--- src/rtl/vga_pkg.sv ---
// Shared screen geometry, colour constants and arbiter state encoding
// for the snake game's VGA pixel path.
package vga_pkg;

  localparam int SCREEN_X_MAX = 159;
  localparam int SCREEN_Y_MAX = 119;

  localparam logic [2:0] BLACK = 3'b000;
  localparam logic [2:0] BLUE  = 3'b001;
  localparam logic [2:0] GREEN = 3'b010;
  localparam logic [2:0] RED   = 3'b100;
  localparam logic [2:0] WHITE = 3'b111;

  typedef enum logic {
    ARB    = 1'b0,
    LOCKED = 1'b1
  } arb_state_t;

endpackage

--- src/rtl/vga_plot_arbiter_if.sv ---
// Requester-side pixel bus. Per requester i: a pixel moves in a cycle where
// req_valid[i] & req_ready[i]; valid must not wait for ready, ready may depend on valid.
interface vga_plot_arbiter_if #(
    parameter int NUM_REQ = 4
);
    logic [NUM_REQ-1:0]   req_valid;
    logic [NUM_REQ-1:0]   req_lock;
    logic [8*NUM_REQ-1:0] req_x;
    logic [7*NUM_REQ-1:0] req_y;
    logic [3*NUM_REQ-1:0] req_colour;
    logic [NUM_REQ-1:0]   req_ready;

    modport master (
        output req_valid, req_lock, req_x, req_y, req_colour,
        input  req_ready
    );

    modport slave (
        input  req_valid, req_lock, req_x, req_y, req_colour,
        output req_ready
    );
endinterface

--- src/rtl/vga_plot_arbiter_rr_pick.sv ---
// Combinational round-robin search: first set valid bit at or above ptr, wrapping.
module vga_plot_arbiter_rr_pick #(
    parameter  int NUM_REQ = 4,
    localparam int IDX_W   = $clog2(NUM_REQ)
) (
    input  logic [NUM_REQ-1:0] valid,
    input  logic [IDX_W-1:0]   ptr,
    output logic [NUM_REQ-1:0] grant,
    output logic [IDX_W-1:0]   idx,
    output logic               any
);
    logic [IDX_W-1:0] cand;

    always_comb begin
        grant = '0;
        idx   = '0;
        any   = 1'b0;
        cand  = ptr;
        for (int i = 0; i < NUM_REQ; i++) begin
            if (!any && valid[cand]) begin
                any         = 1'b1;
                grant[cand] = 1'b1;
                idx         = cand;
            end
            // explicit wrap so non-power-of-two NUM_REQ works
            cand = (cand == IDX_W'(NUM_REQ - 1)) ? '0 : cand + 1'b1;
        end
    end
endmodule

--- src/rtl/vga_plot_arbiter.sv ---
// Round-robin arbiter with optional grant lock feeding the single vga_adapter
// pixel port through a registered, off-screen-clipping output stage.
module vga_plot_arbiter
    import vga_pkg::*;
#(
    parameter  int NUM_REQ      = 4,
    parameter  int X_MAX        = SCREEN_X_MAX,
    parameter  int Y_MAX        = SCREEN_Y_MAX,
    parameter  int LOCK_TIMEOUT = 255,
    localparam int IDX_W        = $clog2(NUM_REQ),
    localparam int CNT_W        = $clog2(LOCK_TIMEOUT + 1)
) (
    input  logic                clk,
    input  logic                reset,
    vga_plot_arbiter_if.slave   bus,
    output logic [7:0]          x,
    output logic [6:0]          y,
    output logic [2:0]          colour,
    output logic                plot,
    output logic [IDX_W-1:0]    owner,
    output logic                locked,
    output logic [15:0]         drop_count
);
    arb_state_t         state_q, state_d;
    logic [IDX_W-1:0]   ptr_q, ptr_d;
    logic [CNT_W-1:0]   cnt_q, cnt_d;
    logic [NUM_REQ-1:0] pick_grant;
    logic [IDX_W-1:0]   pick_idx;
    logic               pick_any;
    logic [IDX_W-1:0]   win;
    logic               xfer;
    logic               win_lock;
    logic [7:0]         win_x;
    logic [6:0]         win_y;
    logic [2:0]         win_c;
    logic               in_range;

    function automatic logic [IDX_W-1:0] next_idx(input logic [IDX_W-1:0] i);
        return (i == IDX_W'(NUM_REQ - 1)) ? '0 : i + 1'b1;
    endfunction

    vga_plot_arbiter_rr_pick #(.NUM_REQ(NUM_REQ)) u_pick (
        .valid (bus.req_valid),
        .ptr   (ptr_q),
        .grant (pick_grant),
        .idx   (pick_idx),
        .any   (pick_any)
    );

    always_comb begin
        bus.req_ready = '0;
        if (state_q == ARB) bus.req_ready = pick_grant;
        else                bus.req_ready[owner] = bus.req_valid[owner];
    end

    assign win      = (state_q == ARB) ? pick_idx : owner;
    assign xfer     = (state_q == ARB) ? pick_any : bus.req_valid[owner];
    assign win_lock = bus.req_lock[win];
    assign win_x    = bus.req_x[int'(win)*8 +: 8];
    assign win_y    = bus.req_y[int'(win)*7 +: 7];
    assign win_c    = bus.req_colour[int'(win)*3 +: 3];
    assign in_range = (win_x <= 8'(X_MAX)) && (win_y <= 7'(Y_MAX));

    always_comb begin
        state_d = state_q;
        ptr_d   = ptr_q;
        cnt_d   = cnt_q;
        case (state_q)
            ARB: begin
                if (xfer) begin
                    if (win_lock) state_d = LOCKED;
                    else          ptr_d   = next_idx(win);
                end
            end
            LOCKED: begin
                // a transfer always beats timeout expiry in the same cycle
                if (xfer) begin
                    cnt_d = '0;
                    if (!win_lock) begin
                        state_d = ARB;
                        ptr_d   = next_idx(owner);
                    end
                end else if (cnt_q == CNT_W'(LOCK_TIMEOUT - 1)) begin
                    state_d = ARB;
                    ptr_d   = next_idx(owner);
                    cnt_d   = '0;
                end else begin
                    cnt_d = cnt_q + 1'b1;
                end
            end
            default: state_d = ARB;
        endcase
    end

    always_ff @(posedge clk or posedge reset) begin
        if (reset) begin
            state_q    <= ARB;
            ptr_q      <= '0;
            cnt_q      <= '0;
            owner      <= '0;
            x          <= '0;
            y          <= '0;
            colour     <= '0;
            plot       <= 1'b0;
            drop_count <= '0;
        end else begin
            state_q <= state_d;
            ptr_q   <= ptr_d;
            cnt_q   <= cnt_d;
            plot    <= 1'b0;
            if (xfer) begin
                owner <= win;
                if (in_range) begin
                    x      <= win_x;
                    y      <= win_y;
                    colour <= win_c;
                    plot   <= 1'b1;
                end else if (drop_count != 16'hFFFF) begin
                    drop_count <= drop_count + 16'd1;
                end
            end
        end
    end

    assign locked = (state_q == LOCKED);
endmodule

--- src/flat_wrapper.sv ---
// flat-port wrapper written by rule: the top's interface ports become plain ports
module vga_plot_arbiter_flat import vga_pkg::*;
#(
    parameter  int NUM_REQ      = 4,
    parameter  int X_MAX        = SCREEN_X_MAX,
    parameter  int Y_MAX        = SCREEN_Y_MAX,
    parameter  int LOCK_TIMEOUT = 255,
    localparam int IDX_W        = $clog2(NUM_REQ),
    localparam int CNT_W        = $clog2(LOCK_TIMEOUT + 1)
)
  (clk, reset, x, y, colour, plot, owner, locked, drop_count, bus_req_valid, bus_req_lock, bus_req_x, bus_req_y, bus_req_colour, bus_req_ready);
  vga_plot_arbiter_if #(.NUM_REQ(NUM_REQ)) bus_i ();
  input  logic clk;
  input  logic reset;
  output logic [7:0] x;
  output logic [6:0] y;
  output logic [2:0] colour;
  output logic plot;
  output logic [IDX_W-1:0] owner;
  output logic locked;
  output logic [15:0] drop_count;
  input wire logic [$bits(bus_i.req_valid)-1:0] bus_req_valid;
  input wire logic [$bits(bus_i.req_lock)-1:0] bus_req_lock;
  input wire logic [$bits(bus_i.req_x)-1:0] bus_req_x;
  input wire logic [$bits(bus_i.req_y)-1:0] bus_req_y;
  input wire logic [$bits(bus_i.req_colour)-1:0] bus_req_colour;
  output wire logic [$bits(bus_i.req_ready)-1:0] bus_req_ready;
  assign bus_i.req_valid = bus_req_valid;
  assign bus_i.req_lock = bus_req_lock;
  assign bus_i.req_x = bus_req_x;
  assign bus_i.req_y = bus_req_y;
  assign bus_i.req_colour = bus_req_colour;
  assign bus_req_ready = bus_i.req_ready;
  vga_plot_arbiter #(.NUM_REQ(NUM_REQ), .X_MAX(X_MAX), .Y_MAX(Y_MAX), .LOCK_TIMEOUT(LOCK_TIMEOUT)) u_core (.clk(clk), .reset(reset), .bus(bus_i), .x(x), .y(y), .colour(colour), .plot(plot), .owner(owner), .locked(locked), .drop_count(drop_count));
endmodule
--- config.mk ---
export PLATFORM = sky130hd
export DESIGN_NAME = vga_plot_arbiter_flat
export DESIGN_NICKNAME = d
export VERILOG_FILES = /design/src/rtl/vga_pkg.sv /design/src/rtl/vga_plot_arbiter_if.sv /design/src/rtl/vga_plot_arbiter_rr_pick.sv /design/src/rtl/vga_plot_arbiter.sv /design/src/flat_wrapper.sv
export SDC_FILE = /design/constraint.sdc
export NUM_CORES = 1
export LEC_CHECK = 0
export ABC_AREA = 1
export BUFFER_PORTS_ARGS = -buffer_cell sky130_fd_sc_hd__buf_2
export CAP_MARGIN = 20
export CORE_ASPECT_RATIO = 0.75
export CORE_MARGIN = 2
export CORE_UTILIZATION = 56
export CTS_CLUSTER_DIAMETER = 40
export DETAILED_ROUTE_END_ITERATION = 8
export HOLD_SLACK_MARGIN = 0.02
export PLACE_DENSITY = 0.95
export SLEW_MARGIN = 20
export SYNTH_ARGS = -nofsm -noshare
export SYNTH_HDL_FRONTEND = slang
export SYNTH_HIERARCHICAL = 1
export SYNTH_SLANG_ARGS = --single-unit
--- constraint.sdc ---
create_clock -name clk -period 4.8 [get_ports clk]
set_input_delay 1.44 -clock clk [delete_from_list [all_inputs] [get_ports clk]]
set_output_delay 1.44 -clock clk [all_outputs]
set_load 0.005 [all_outputs]
# After elaboration in Yosys (flattened, before gate mapping)
# Cells that the tools add are included.
# word_totals
reg_bits,48
in_bits,82
out_inout_bits,42
# op_classes
addsub,7
n_mul,2
order_cmp,13
n_eq_ne,11
shifts,3
n_mux,57
n_bitwise,6
reduce_logical,15
# op_table
cell,count
12-bit by 32-bit variable part select with 3-bit output,1
28-bit by 32-bit variable part select with 7-bit output,1
32-bit by 6-bit variable part select with 8-bit output,1
2-bit two-way mux,15
1-bit two-way mux,22
4-bit two-way mux,5
2-bit by 3-bit < comparator with 1-bit output (second input constant),6
16-bit by 1-bit adder with 16-bit output (second input constant),1
8-bit two-way mux,2
16-bit != test (second input constant),1
1-bit binary-select mux with 2-bit select,6
4-bit OR,3
2-bit by 1-bit adder with 2-bit output (second input constant),5
1-bit demux with 2-bit select,5
2-bit equality test (second input constant),5
2-bit by 1-bit >= comparator with 1-bit output (second input constant),5
1-bit logical AND,9
8-bit by 1-bit adder with 8-bit output (second input constant),1
8-bit equality test (second input constant),1
8-bit <= comparator (second input constant),1
7-bit <= comparator (second input constant),1
3-bit != test (second input constant),2
2-bit by 3-bit multiplier with 5-bit output (second input constant),1
4-bit bitwise AND,1
10 further kinds,13

# Logic depth before layout (Yosys ltp)
# Gate-level depths: netlist of the first run.
# depth
ltp_word,19
mapped_depth,24
ltp_nobuf,22

# Modules after synthesis
# The synthesis of the first run kept the hierarchy.
# modules_own_cells
module,n_inst,cells_each,area_each_um2,seq_area_each_um2
vga_plot_arbiter,1,472,3348.2,1201.2
vga_plot_arbiter_rr_pick,1,89,583.1,0.0

# Worst setup path after synthesis of the first run
# Ideal clock, no wire load.
# synth_path
kind,input -> output
startpoint,input bus_req_valid[2]
endpoint,output bus_req_ready[1]
arrival_ps,2342
required_time_ps,3360
path_slack_ps,1018
path_stages,9
path_cell_list,inv_1 nand2_1 nand3_1 nand2_4 nor2_8 buf_8 nand3_1 nand3_1 a22o_1
# synth_via
elab_chain_cells,13
elab_cells_between_ends,28
classes_between,mux (18); bitwise (4); reduce/logical (6)
# synth_lines
item,line_no,source
start: declaration,flat_wrapper.sv:22,input wire logic [$bits(bus_i.req_valid)-1:0] bus_req_valid;
1-bit binary-select mux with 2-bit select,vga_plot_arbiter_rr_pick.sv:20,if (!any && valid[cand]) begin
1-bit two-way mux (not written as such),vga_plot_arbiter_rr_pick.sv:20,
1-bit two-way mux,vga_plot_arbiter_rr_pick.sv:20,
1-bit zero test,vga_plot_arbiter_rr_pick.sv:20,
1-bit logical AND,vga_plot_arbiter_rr_pick.sv:20,
1-bit two-way mux,vga_plot_arbiter_rr_pick.sv:20,
1-bit zero test,vga_plot_arbiter_rr_pick.sv:20,
1-bit logical AND,vga_plot_arbiter_rr_pick.sv:20,
1-bit two-way mux,vga_plot_arbiter_rr_pick.sv:20,
1-bit zero test,vga_plot_arbiter_rr_pick.sv:20,
1-bit logical AND,vga_plot_arbiter_rr_pick.sv:20,
4-bit two-way mux (*),vga_plot_arbiter_rr_pick.sv:20,
via u_core.pick_grant[1],vga_plot_arbiter.sv:27,logic [NUM_REQ-1:0] pick_grant;
4-bit two-way mux (*),vga_plot_arbiter.sv:52,if (state_q == ARB) bus.req_ready = pick_grant;
end: declaration,flat_wrapper.sv:27,output wire logic [$bits(bus_i.req_ready)-1:0] bus_req_ready;
# The timed path passes the listed nets; every way through them passes the cells marked *. The select of a mux whose other input is x is not followed.

# Worst setup path in the final report of the first run
# layout_path
startpoint,register u_core.ptr_q[0]
endpoint,register u_core.drop_count[15]
# layout_via
elab_chain_cells,19
elab_cells_between_ends,41
classes_between,add/sub (3); mul (1); order compare (2); eq/ne (3); shift (2); mux (21); bitwise (1); reduce/logical (8)
# layout_lines
item,line_no,source
start: declaration,vga_plot_arbiter.sv:25,"logic [IDX_W-1:0] ptr_q, ptr_d;"
start signal: assignment,vga_plot_arbiter.sv:108,ptr_q <= ptr_d;
"parallel branches: the longest is 11 deep, another holds 2-bit by 1-bit adder with 2-bit output",n/a,
2-bit two-way mux (*),vga_plot_arbiter_rr_pick.sv:20,
via u_core.pick_idx[0],vga_plot_arbiter.sv:28,logic [IDX_W-1:0] pick_idx;
2-bit two-way mux (*),vga_plot_arbiter.sv:56,assign win = (state_q == ARB) ? pick_idx : owner;
2-bit by 3-bit multiplier with 5-bit output,vga_plot_arbiter.sv:60,assign win_y = bus.req_y[int'(win)*7 +: 7];
28-bit by 32-bit variable part select with 7-bit output,vga_plot_arbiter.sv:60,
7-bit <= comparator,vga_plot_arbiter.sv:62,assign in_range = (win_x <= 8'(X_MAX)) && (win_y <= 7'(Y_MAX));
1-bit logical AND (*),vga_plot_arbiter.sv:62,
1-bit NOT (no line) (*),n/a,
3-bit AND reduction (no line) (*),n/a,
end signal: assignment,vga_plot_arbiter.sv:119,drop_count <= drop_count + 16'd1;
end: declaration,vga_plot_arbiter.sv:22,output logic [15:0] drop_count
# Mark *: on every way through the listed nets, which the timed path passes. The select of a mux whose other input is x is not followed.
# A chain may end at the register's enable or synchronous reset.

==> results of run 1 <==
## worst max-delay path, stage by stage (launching register included)
cell and delay, ns:
sky130_fd_sc_hd__dfrtp_1 0.62, sky130_fd_sc_hd__inv_4 0.15, sky130_fd_sc_hd__ha_1 0.47, sky130_fd_sc_hd__bufinv_8 0.25
sky130_fd_sc_hd__nand2_1 0.06, sky130_fd_sc_hd__nand2_1 0.08, sky130_fd_sc_hd__a21oi_4 0.27, sky130_fd_sc_hd__inv_2 0.11
sky130_fd_sc_hd__nand3_1 0.08, sky130_fd_sc_hd__nand3_1 0.16, sky130_fd_sc_hd__nand2_2 0.22, sky130_fd_sc_hd__nand2_2 0.23
sky130_fd_sc_hd__buf_4 0.29, sky130_fd_sc_hd__nand2_1 0.08, sky130_fd_sc_hd__nand3_1 0.11, sky130_fd_sc_hd__o21ai_2 0.12
sky130_fd_sc_hd__o21ai_2 0.09, sky130_fd_sc_hd__nand2_2 0.29, sky130_fd_sc_hd__nand2_2 0.28, sky130_fd_sc_hd__nand2_1 0.15
sky130_fd_sc_hd__nand2_1 0.07
## layout make-up
type | instances | area (um^2)
inverter | 63 | 254
multi-input combinational | 425 | 2300
clock buffer | 5 | 68.8
timing repair buffer | 128 | 653
sequential | 48 | 1200
fill | 551 | 2130
tap | 84 | 105
clock inverter | 3 | 90.1
## stage by stage
stage	area, um^2	total power, mW	hold WS [ns]
final	4670	3.83	0.478
after detailed placement	4510	3.38	0.457
after floorplan	3930	2.86	0.465
after CTS	4670	3.78	0.479
after global routing	4670	4.18	0.491
after global placement	4510	3.26	0.452
## worst paths after layout
path                                  from               endpoint  slack (ns)  cells past startpoint
setup / recovery           u_core/ptr_q[0]  u_core/drop_count[15]        0.51                     20
hold / removal                 u_core/x[4]            u_core/x[4]        0.48                      2
setup reg to reg           u_core/ptr_q[0]  u_core/drop_count[15]        0.51                     20
hold reg to reg                u_core/x[4]            u_core/x[4]        0.48                      2
max in group asynchronous            reset   u_core/drop_count[2]        3.04                      2
min in group asynchronous            reset   u_core/drop_count[6]        1.28                      2
## sequential cells by signal, indices dropped and copies added, names as in the netlist
register,cells
u_core/cnt_q,8
u_core/ptr_q,2
u_core/locked,1
u_core/drop_count,16
u_core/owner,2
u_core/y,7
u_core/plot,1
u_core/colour,3
u_core/x,8
## per-layer routing
layer	part of all wire	GRT usage	routed length, um	vias to the layer above
li1	-	-	-	2059
met1	0.42	0.372	4550	1943
met2	0.47	0.467	5200	245
met3	0.086	0.0541	944	28
met4	0.023	0.0959	257	0
met5	0	0	0	-
## cell families (layout without fill, tap and decap cells)
| logic type | after synthesis | after routing | synth area share |
|---|---|---|---|
| AND/OR/NAND/NOR | 332 | 332 | 0.401 |
| adder cells (fa/ha/maj) | 14 | 14 | 0.0446 |
| buffers and inverters | 88 | 199 | 0.110 |
| XOR/XNOR | 20 | 20 | 0.0446 |
| flip-flops | 48 | 48 | 0.306 |
| AO/OA/AOI/OAI | 59 | 59 | 0.0942 |
## cell usage in the layout, fill, tap and decap left out, types with 3 or more instances in the layout
master / count
sky130_fd_sc_hd__clkinv_1: 3
sky130_fd_sc_hd__bufinv_16: 3
sky130_fd_sc_hd__buf_4: 5
sky130_fd_sc_hd__a22o_1: 3
sky130_fd_sc_hd__inv_1: 51
sky130_fd_sc_hd__nand3_2: 4
sky130_fd_sc_hd__clkbuf_8: 5
sky130_fd_sc_hd__buf_2: 123
sky130_fd_sc_hd__nand3b_1: 4
sky130_fd_sc_hd__nand4_1: 29
sky130_fd_sc_hd__o21ai_0: 34
sky130_fd_sc_hd__nand3_1: 70
sky130_fd_sc_hd__or2_2: 8
sky130_fd_sc_hd__inv_2: 6
sky130_fd_sc_hd__xor2_1: 14
sky130_fd_sc_hd__nor3_1: 7
sky130_fd_sc_hd__xnor2_1: 6
sky130_fd_sc_hd__o21ai_2: 3
sky130_fd_sc_hd__nand2_2: 7
sky130_fd_sc_hd__o211ai_1: 8
sky130_fd_sc_hd__o22ai_1: 8
sky130_fd_sc_hd__nand2_1: 166
sky130_fd_sc_hd__dfrtp_1: 48
sky130_fd_sc_hd__nor2_1: 28
sky130_fd_sc_hd__nand2_4: 3
sky130_fd_sc_hd__ha_1: 14
## power by group
part | leakage, nW | switching (mW) | internal, mW | total, mW
clock network | 0.0784 | 0.135 | 0.260 | 0.395
logic | 1.83 | 1.84 | 0.894 | 2.74
registers | 0.624 | 0.138 | 0.558 | 0.696
total | 2.53 | 2.12 | 1.71 | 3.83
==> results.yml, run 1 <==
synthesis:
  synthCells: 561
  yosysMostFrequentCell: "sky130_fd_sc_hd__nand2_1"
  synth_area_um2: 3930
  synth_edf_count: 0
  postSynthNetCount: 657
  postSynthRegisterBits: 48
  netlist.top_cell.by_area: "sky130_fd_sc_hd__dfrtp_1"
  postSynthAreaPerCell_um2: 7.01
  synth-seq-area-share: 0.306
  synth_top_cells_by_area: "sky130_fd_sc_hd__dfrtp_1 31%, sky130_fd_sc_hd__nand2_1 16%, sky130_fd_sc_hd__nand3_1 8.9%, sky130_fd_sc_hd__inv_1 5.0%, sky130_fd_sc_hd__nand4_1 4.6%"
  async_reset_ff_frac: 1.00
  synth_flop_cell: "sky130_fd_sc_hd__dfrtp_1"
  synth_top_area_share: 0.306
  synthTopCellsByCount: "166 x sky130_fd_sc_hd__nand2_1, 70 x sky130_fd_sc_hd__nand3_1, 52 x sky130_fd_sc_hd__inv_1"
  count_of_unique_library_cells_instantiated_by_yosys: 38
  synth_warnings: 6
global_routing:
  grt_remaining_overflow: 0
  grt_first_pass_wirelength_um: 17900
  grt_start_max_net_pins: 49
  first_global_vias: 3906
  globalRouteTotalUtil: 0.284
  antenna_found_initial: 0
die:
  initial_core_util: 0.578
  io_pins: 124
  core_region_area_um2: 6800
  die_w_um: 101
  die_area_um2: 7710
  rows: 26
  dieHeight_um: 76.6
route:
  remaining_drc_errors: 0
  route.detailed.vias_per_inst: 5.65
  detailroute.via_count: 4275
  route.antenna.remaining_nets: 0
  totalWireLength_um: 11000
  wl_per_cell_um: 14.5
  detail_route.iter0.violations: 272
  drt-pass1-iter-count: 5
setup_path:
  cp-start-kind: "flip-flop"
  kind_of_end_point_of_the_critical_path: "flip-flop"
  timing.critical_path.arrival_ns: 4.48
  crit_required_ns: 4.99
  highest_net_fanout_along_the_worst_path: 25
  timing_worst_setup_path_type: "reg -> reg"
clocking:
  cts-root-to-sink-buffers: 2
  numClockSinks: 48
  clk_transition_reported_paths_ns: 0.09
  clk_root_buffer_cell: "sky130_fd_sc_hd__clkbuf_8"
  tritoncts: "yes"
  tritoncts.num_buffers: 5
  ctsHtreeMaxLevel: 2
  post_cts_hold_buffer_count: 0
  clock_latency_ns: 0.29
  post_cts_buffers: 0
  cts.repair.resized: 0
placement:
  place_ws_ns: 0.369
  post-place-cells: 748
  port-buffer-count: 123
  post-dp-hpwl_um: 8220
  place_congestion: 0.877
sta:
  final.period_utilization: 0.894
  rsz0062_at_grt: "false"
  final_hold_viol_count: 0
  timing.final.setup_violations: 0
  worst-slew-pin-transition_ns: 0.828
  period_needed_ns: 4.29
  final-max-slew-violation-count: 0
  fmax_mhz: 233
  skew_ns: 0.00326
  setup-tns-final_ns: 0
  timing.max_slew.rel_slack: 0.447
  finalWorstSetupSlack_ns: 0.507
power:
  pwr_density_cell_nw_per_um2: 820
  leakagePower_nw: 2.53
  peakVddDrop_uv: 586
run:
  drv_cap: 0
worst_hold_path:
  holdCritPathClass: "reg -> reg"
cells_and_area:
  area_growth_pct: 18.8
  antenna_cells_inserted: 0
  final_layout_size_suffix_gt1_frac: 0.263
  finalNetCount: 767
  layoutNonFillerInstCount: 756
  core_occupancy_in_the_finished_layout: 0.687
outcome:
  outcome: "completed"
(Power assumes the default switching activity.)
==> inputs of run 2 (changes only) <==
--- a/config.mk
+++ b/config.mk
@@ -5,12 +5,11 @@
 export SDC_FILE = /design/constraint.sdc
 export NUM_CORES = 1
 export LEC_CHECK = 0
-export ABC_AREA = 1
 export BUFFER_PORTS_ARGS = -buffer_cell sky130_fd_sc_hd__buf_2
 export CAP_MARGIN = 20
 export CORE_ASPECT_RATIO = 0.75
 export CORE_MARGIN = 2
-export CORE_UTILIZATION = 56
+export CORE_UTILIZATION = 55
 export CTS_CLUSTER_DIAMETER = 40
 export DETAILED_ROUTE_END_ITERATION = 8
 export HOLD_SLACK_MARGIN = 0.02
==> constraint.sdc (replaced) <==
create_clock -name clk -period 4.8 [get_ports clk]
set_input_delay 0.72 -clock clk [delete_from_list [all_inputs] [get_ports clk]]
set_output_delay 0.72 -clock clk [all_outputs]
set_load 0.005 [all_outputs]
==> run 2 against run 1 <==
Synthesized cell count decreased by 40%. Power down 14%. Hold slack better by 0.014 ns. Count of clock-buffer cells in the layout unchanged.
==> results.yml, run 2 <==
setup_path:
  worst_r2r_endpoint: "u_core/colour[0]"
  worst_r2r_path_depth: 15
  worst_r2r_startpoint: "u_core/ptr_q[1]"
  highest_net_fanout_along_the_worst_path: 14
  timing.critical_path.arrival_ns: 4.52
  cp-start-kind: "flip-flop"
  crit_required_ns: 4.99
  reg2reg_slack_ns: 0.47
  timing_worst_setup_path_type: "reg -> reg"
  kind_of_end_point_of_the_critical_path: "flip-flop"
  cp-endpoint: "u_core/colour[0]"
  cp-startpoint: "u_core/ptr_q[1]"
synthesis:
  synthCells: 335
  synth_flop_cell: "sky130_fd_sc_hd__dfrtp_1"
  synthTopCellsByCount: "48 x sky130_fd_sc_hd__dfrtp_1, 30 x sky130_fd_sc_hd__nand2_1, 22 x sky130_fd_sc_hd__inv_1"
  postSynthNetCount: 431
  synth_top_area_share: 0.343
  synth_warnings: 6
  synth_edf_count: 0
  count_of_unique_library_cells_instantiated_by_yosys: 51
  synth-seq-area-share: 0.343
  postSynthAreaPerCell_um2: 10.5
  synth_top_cells_by_area: "sky130_fd_sc_hd__dfrtp_1 34%, sky130_fd_sc_hd__mux4_2 13%, sky130_fd_sc_hd__mux2_1 6.4%, sky130_fd_sc_hd__ha_1 5.0%, sky130_fd_sc_hd__mux2i_1 3.7%"
  synth_area_um2: 3500
  postSynthRegisterBits: 48
  async_reset_ff_frac: 1.00
  netlist.top_cell.by_area: "sky130_fd_sc_hd__dfrtp_1"
  yosysMostFrequentCell: "sky130_fd_sc_hd__dfrtp_1"
cells_and_area:
  final_common_cell: "sky130_fd_sc_hd__buf_2"
  final_layout_size_suffix_gt1_frac: 0.381
  core_occupancy_in_the_finished_layout: 0.686
  area_growth_pct: 21.9
  reg_top3: "u_core/drop_count x16, u_core/cnt_q x8, u_core/x x8"
  seq_area_um2: 1200
  fillCellCount: 468
  mostFrequentLayoutCells: "123 x sky130_fd_sc_hd__buf_2, 48 x sky130_fd_sc_hd__dfrtp_1, 30 x sky130_fd_sc_hd__nand2_1, 21 x sky130_fd_sc_hd__inv_1"
  antenna_cells_inserted: 0
  finalNetCount: 549
  multi_input_comb_area_um2: 2090
  top_register: "u_core/drop_count"
  largest_register_ffs: 16
clocking:
  post_cts_buffers: 0
  numClockSinks: 48
  tritoncts: "yes"
  cts-root-to-sink-buffers: 2
  tritoncts.num_buffers: 5
  cts.repair.resized: 0
  clk_root_buffer_cell: "sky130_fd_sc_hd__clkbuf_8"
  ctsHtreeMaxLevel: 2
  clock_latency_ns: 0.32
  clk_transition_reported_paths_ns: 0.10
  post_cts_hold_buffer_count: 0
power:
  peakVddDrop_uv: 327
  p_total_mw: 3.28
  pwr_density_cell_nw_per_um2: 768
  leakagePower_nw: 2.02
sta:
  fmax_mhz: 231
  final_hold_viol_count: 0
  skew_ns: 0.0139
  period_needed_ns: 4.33
  finalWorstSetupSlack_ns: 0.473
  timing.final.setup_violations: 0
  final-max-slew-violation-count: 0
  worst-slew-pin-transition_ns: 0.856
  final.period_utilization: 0.901
  setup-tns-final_ns: 0
  rsz0062_at_grt: "false"
  holdWs_ns: 0.492
  timing.max_slew.rel_slack: 0.429
die:
  core_region_area_um2: 6220
  die_w_um: 96.2
  io_pins: 124
  rows: 25
  initial_core_util: 0.563
  dieHeight_um: 73.1
  die_area_um2: 7030
global_routing:
  grt_first_pass_wirelength_um: 14700
  first_global_vias: 3024
  grt_start_max_net_pins: 49
  globalRouteTotalUtil: 0.275
  grt_remaining_overflow: 0
  antenna_found_initial: 0
placement:
  port-buffer-count: 123
  place_congestion: 0.918
  post-dp-hpwl_um: 7430
  place_ws_ns: 0.520
route:
  route.antenna.remaining_nets: 0
  detailroute.via_count: 3293
  wl_per_cell_um: 18.1
  route.detailed.vias_per_inst: 6.16
  detail_route.iter0.violations: 232
  totalWireLength_um: 9690
  drt-pass1-iter-count: 6
  remaining_drc_errors: 0
worst_hold_path:
  holdCritPathClass: "reg -> reg"
outcome:
  outcome: "completed"
run:
  drv_cap: 0
==> run 2: changes by cell type after synthesis, moves of 20 or more <==
cell,change
sky130_fd_sc_hd__inv_1,-30
sky130_fd_sc_hd__nand2_1,-136
sky130_fd_sc_hd__nand3_1,-57
sky130_fd_sc_hd__mux4_2,+20
sky130_fd_sc_hd__nand4_1,-21
sky130_fd_sc_hd__mux2_1,+20
==> run 2: final cells by class <==
class / instances / area share
Multi-Input combinational cell: 245 / 0.489
Timing Repair Buffer: 130 / 0.159
Tap cell: 81 / 0.0237
Inverter: 23 / 0.0208
Sequential cell: 48 / 0.281
Clock inverter: 3 / 0.00996
Clock buffer: 5 / 0.0161
==> run 2: per-layer routing <==
metal  vias to the layer above  wire length, um  track usage  part of all wire
met5                         -                0            0                 0
met4                         0              251       0.0968             0.026
met3                        30              885       0.0733             0.091
met2                       189             5000        0.468              0.52
met1                      1605             3560        0.338              0.37
li1                       1469                -            -                 -
==> run 2: how the worst min path moves through the flow <==
stage	from	slack (ns)	to	cells past startpoint
floorplan	u_core/cnt_q[7]	0.45	u_core/cnt_q[7]	1
global placement	u_core/x[0]	0.46	u_core/x[0]	1
detailed placement	u_core/colour[2]	0.48	u_core/colour[2]	1
CTS	u_core/colour[2]	0.50	u_core/colour[2]	1
global route	u_core/y[4]	0.52	u_core/y[4]	1
finish	u_core/colour[2]	0.49	u_core/colour[2]	1
==> run 2: where the power goes <==
part / internal [mW] / switching [mW]
Clock: 0.154 / 0.143
Sequential: 0.583 / 0.183
Combinational: 1.08 / 1.13
==> run 2: metrics by stage <==
| step | area, um^2 | std cells |
|---|---|---|
| after detailed placement | 4160 | 527 |
| after floorplan | 3500 | 335 |
| after CTS | 4270 | 535 |
| after global placement | 4160 | 527 |
| after global routing | 4270 | 535 |
| final | 4270 | 535 |
==> run 2: logic make-up after synthesis <==
group,count (synthesis),share of synthesized area
xor+xnor,16,0.0400
fa+ha+maj,14,0.0500
flops,48,0.343
mux,61,0.260
compound gates,50,0.0971
buf+inv,42,0.0610
simple gates,104,0.150
==> run 2: critical path: stages (launching register included) <==
cell,delay [ns]
sky130_fd_sc_hd__dfrtp_1,0.51
sky130_fd_sc_hd__inv_1,0.16
sky130_fd_sc_hd__ha_1,0.55
sky130_fd_sc_hd__mux2i_1,0.39
sky130_fd_sc_hd__nor2_1,0.11
sky130_fd_sc_hd__o21ai_0,0.23
sky130_fd_sc_hd__o2111ai_1,0.15
sky130_fd_sc_hd__o221a_2,0.20
sky130_fd_sc_hd__mux2i_4,0.18
sky130_fd_sc_hd__buf_4,0.28
sky130_fd_sc_hd__mux2i_1,0.11
sky130_fd_sc_hd__mux2_2,0.28
sky130_fd_sc_hd__a21oi_2,0.16
sky130_fd_sc_hd__and2b_1,0.33
sky130_fd_sc_hd__buf_12,0.20
sky130_fd_sc_hd__mux2_1,0.36
==> inputs of run 3 (changes only) <==
--- a/config.mk
+++ b/config.mk
@@ -13,7 +13,8 @@
 export CTS_CLUSTER_DIAMETER = 40
 export DETAILED_ROUTE_END_ITERATION = 8
 export HOLD_SLACK_MARGIN = 0.02
-export PLACE_DENSITY = 0.95
+export PLACE_DENSITY_LB_ADDON = 0.1
+export RECOVER_POWER = 50
 export SLEW_MARGIN = 20
 export SYNTH_ARGS = -nofsm -noshare
 export SYNTH_HDL_FRONTEND = slang
==> run 3 against run 2 <==
Critical path depth stayed put. Hold slack worse by 0.063 ns. Largest cell class unchanged. Sequential cell count stayed put. The run now ends with capacitance limit, slew limit left. Global-route usage is 2.2 points lower. Non-clock buffer count is 2 higher. Count of clock-buffer cells in the layout stayed put. Via count is 7.8% lower. Maximum frequency is 0.93% higher. Routed wire length is 12% lower.
==> results.yml, run 3 (synthesized netlist as in run 2, its figures left out) <==
clocking:
  clk_transition_reported_paths_ns: 0.09
  post_cts_buffers: 0
  cts.repair.resized: 0
  cts-root-to-sink-buffers: 2
  ctsHtreeMaxLevel: 2
  tritoncts: "yes"
  clk_root_buffer_cell: "sky130_fd_sc_hd__clkbuf_8"
  tritoncts.num_buffers: 5
  clock_latency_ns: 0.30
  post_cts_hold_buffer_count: 0
  numClockSinks: 48
cells_and_area:
  finalNetCount: 551
  fillCellCount: 512
  mostFrequentLayoutCells: "111 x sky130_fd_sc_hd__buf_2, 48 x sky130_fd_sc_hd__dfrtp_1, 30 x sky130_fd_sc_hd__nand2_1, 22 x sky130_fd_sc_hd__inv_1"
  reg_top3: "u_core/drop_count x16, u_core/cnt_q x8, u_core/x x8"
  core_occupancy_in_the_finished_layout: 0.682
  largest_register_ffs: 16
  final_layout_size_suffix_gt1_frac: 0.352
  antenna_cells_inserted: 0
  final_common_cell: "sky130_fd_sc_hd__buf_2"
  area_growth_pct: 21.1
  layoutNonFillerInstCount: 535
  top_register: "u_core/drop_count"
setup_path:
  crit_required_ns: 4.97
  worst_r2r_startpoint: "u_core/ptr_q[1]"
  kind_of_end_point_of_the_critical_path: "flip-flop"
  cpMaxStageDelayCell: "sky130_fd_sc_hd__dfrtp_1"
  critical_path_depth: 15
  cp_slowest_stage_delay_ns: 0.52
  critical-path-top-delay-family: "multiplexers"
  worst-path-buf-inv: 3
  timing_worst_setup_path_type: "reg -> reg"
  path_cells: "inv_1 -> ha_2 -> mux2i_1 -> nor2_1 -> o21ai_0 -> o2111ai_1 -> o221a_2 -> mux2i_4 -> buf_4 -> mux2i_1 -> mux2_2 -> a21oi_2 -> and2b_1 -> buf_4 -> mux2_1"
  reg2reg_slack_ns: 0.51
  worst_r2r_path_depth: 15
  cp-start-kind: "flip-flop"
  highest_net_fanout_along_the_worst_path: 19
  worst_r2r_endpoint: "u_core/colour[2]"
  timing.critical_path.arrival_ns: 4.46
power:
  leakagePower_nw: 1.98
  peakVddDrop_uv: 520
  pwr_density_cell_nw_per_um2: 743
sta:
  timing.final.setup_violations: 0
  setup-tns-final_ns: 0
  holdWs_ns: 0.428
  skew_ns: 0.0113
  final.period_utilization: 0.893
  rsz0062_at_grt: "false"
  worst-slew-pin-transition_ns: 1.85
  final-max-slew-violation-count: 36
  final_hold_viol_count: 0
  fmax_mhz: 233
  timing.max_slew.rel_slack: -0.234
  period_needed_ns: 4.29
route:
  wl_per_cell_um: 15.9
  detailroute.via_count: 3035
  remaining_drc_errors: 0
  totalWireLength_um: 8520
  route.antenna.remaining_nets: 0
  route.detailed.vias_per_inst: 5.67
  detail_route.iter0.violations: 226
  drt-pass1-iter-count: 4
global_routing:
  antenna_found_initial: 0
  first_global_vias: 2862
  grt_start_max_net_pins: 49
  globalRouteTotalUtil: 0.254
  grt_remaining_overflow: 0
  grt_first_pass_wirelength_um: 13800
die:
  die_w_um: 96.2
  rows: 25
  core_region_area_um2: 6220
  io_pins: 124
  initial_core_util: 0.563
  dieHeight_um: 73.1
  die_area_um2: 7030
placement:
  place_congestion: 0.895
  port-buffer-count: 123
  post-place-cells: 528
  post-dp-hpwl_um: 6690
outcome:
  outcome: "finished with violations"
  violated_checks: "capacitance limit, slew limit"
run:
  drv_cap: 1
worst_hold_path:
  holdCritPathClass: "in -> async"
## run 3: cell count changes in the layout (fill, tap and decap cells not counted)
cell                         before  now
sky130_fd_sc_hd__buf_12           1    0
sky130_fd_sc_hd__buf_4            6    8
sky130_fd_sc_hd__clkbuf_1         0   13
sky130_fd_sc_hd__ha_2             0    1
sky130_fd_sc_hd__clkinv_2         3    1
sky130_fd_sc_hd__inv_1           21   22
sky130_fd_sc_hd__ha_1            14   13
sky130_fd_sc_hd__buf_2          123  111
sky130_fd_sc_hd__clkinvlp_4       1    0
## run 3: how the worst max path moves through the flow
stage	from	end	slack, ns
floorplan	u_core/ptr_q[0]	u_core/x[7]	0.90
global placement	u_core/ptr_q[1]	u_core/x[7]	0.70
detailed placement	u_core/ptr_q[1]	u_core/colour[2]	0.50
CTS	u_core/ptr_q[1]	u_core/x[5]	0.47
global route	u_core/ptr_q[1]	u_core/y[2]	0.07
finish	u_core/ptr_q[1]	u_core/colour[2]	0.51
## run 3: layer usage
| layer | vias to the layer above | track usage | routed length, um |
|---|---|---|---|
| li1 | 1479 | - | - |
| met1 | 1425 | 0.371 | 3870 |
| met2 | 120 | 0.397 | 4010 |
| met3 | 11 | 0.0444 | 543 |
| met4 | 0 | 0.0556 | 97 |
| met5 | - | 0 | 0 |
## run 3: final cells by class
cell class                      instances  area (um^2)  share of cell area
Clock inverter                          1         30.0             0.00707
Sequential cell                        48         1200               0.283
Multi-Input combinational cell        245         2090               0.493
Tap cell                               81          101              0.0239
Timing Repair Buffer                  132          664               0.156
Clock buffer                            5         68.8              0.0162
Inverter                               23         87.6              0.0206
## run 3: stage by stage
step | total power, mW | instance area (um^2) | setup slack, ns
6_report | 3.16 | 4250 | 0.513
5_1_grt | 3.43 | 4250 | 0.0683
4_1_cts | 3.17 | 4250 | 0.473
3_5_place_dp | 2.89 | 4160 | 0.498
3_3_place_gp | 2.83 | 4160 | 0.700
2_1_floorplan | 2.37 | 3500 | 0.902
## run 3: report_power, final
part	leakage [nW]	internal [mW]	switching [mW]
Clock	0.0501	0.150	0.129
Combinational	1.35	1.05	1.06
Sequential	0.586	0.584	0.178
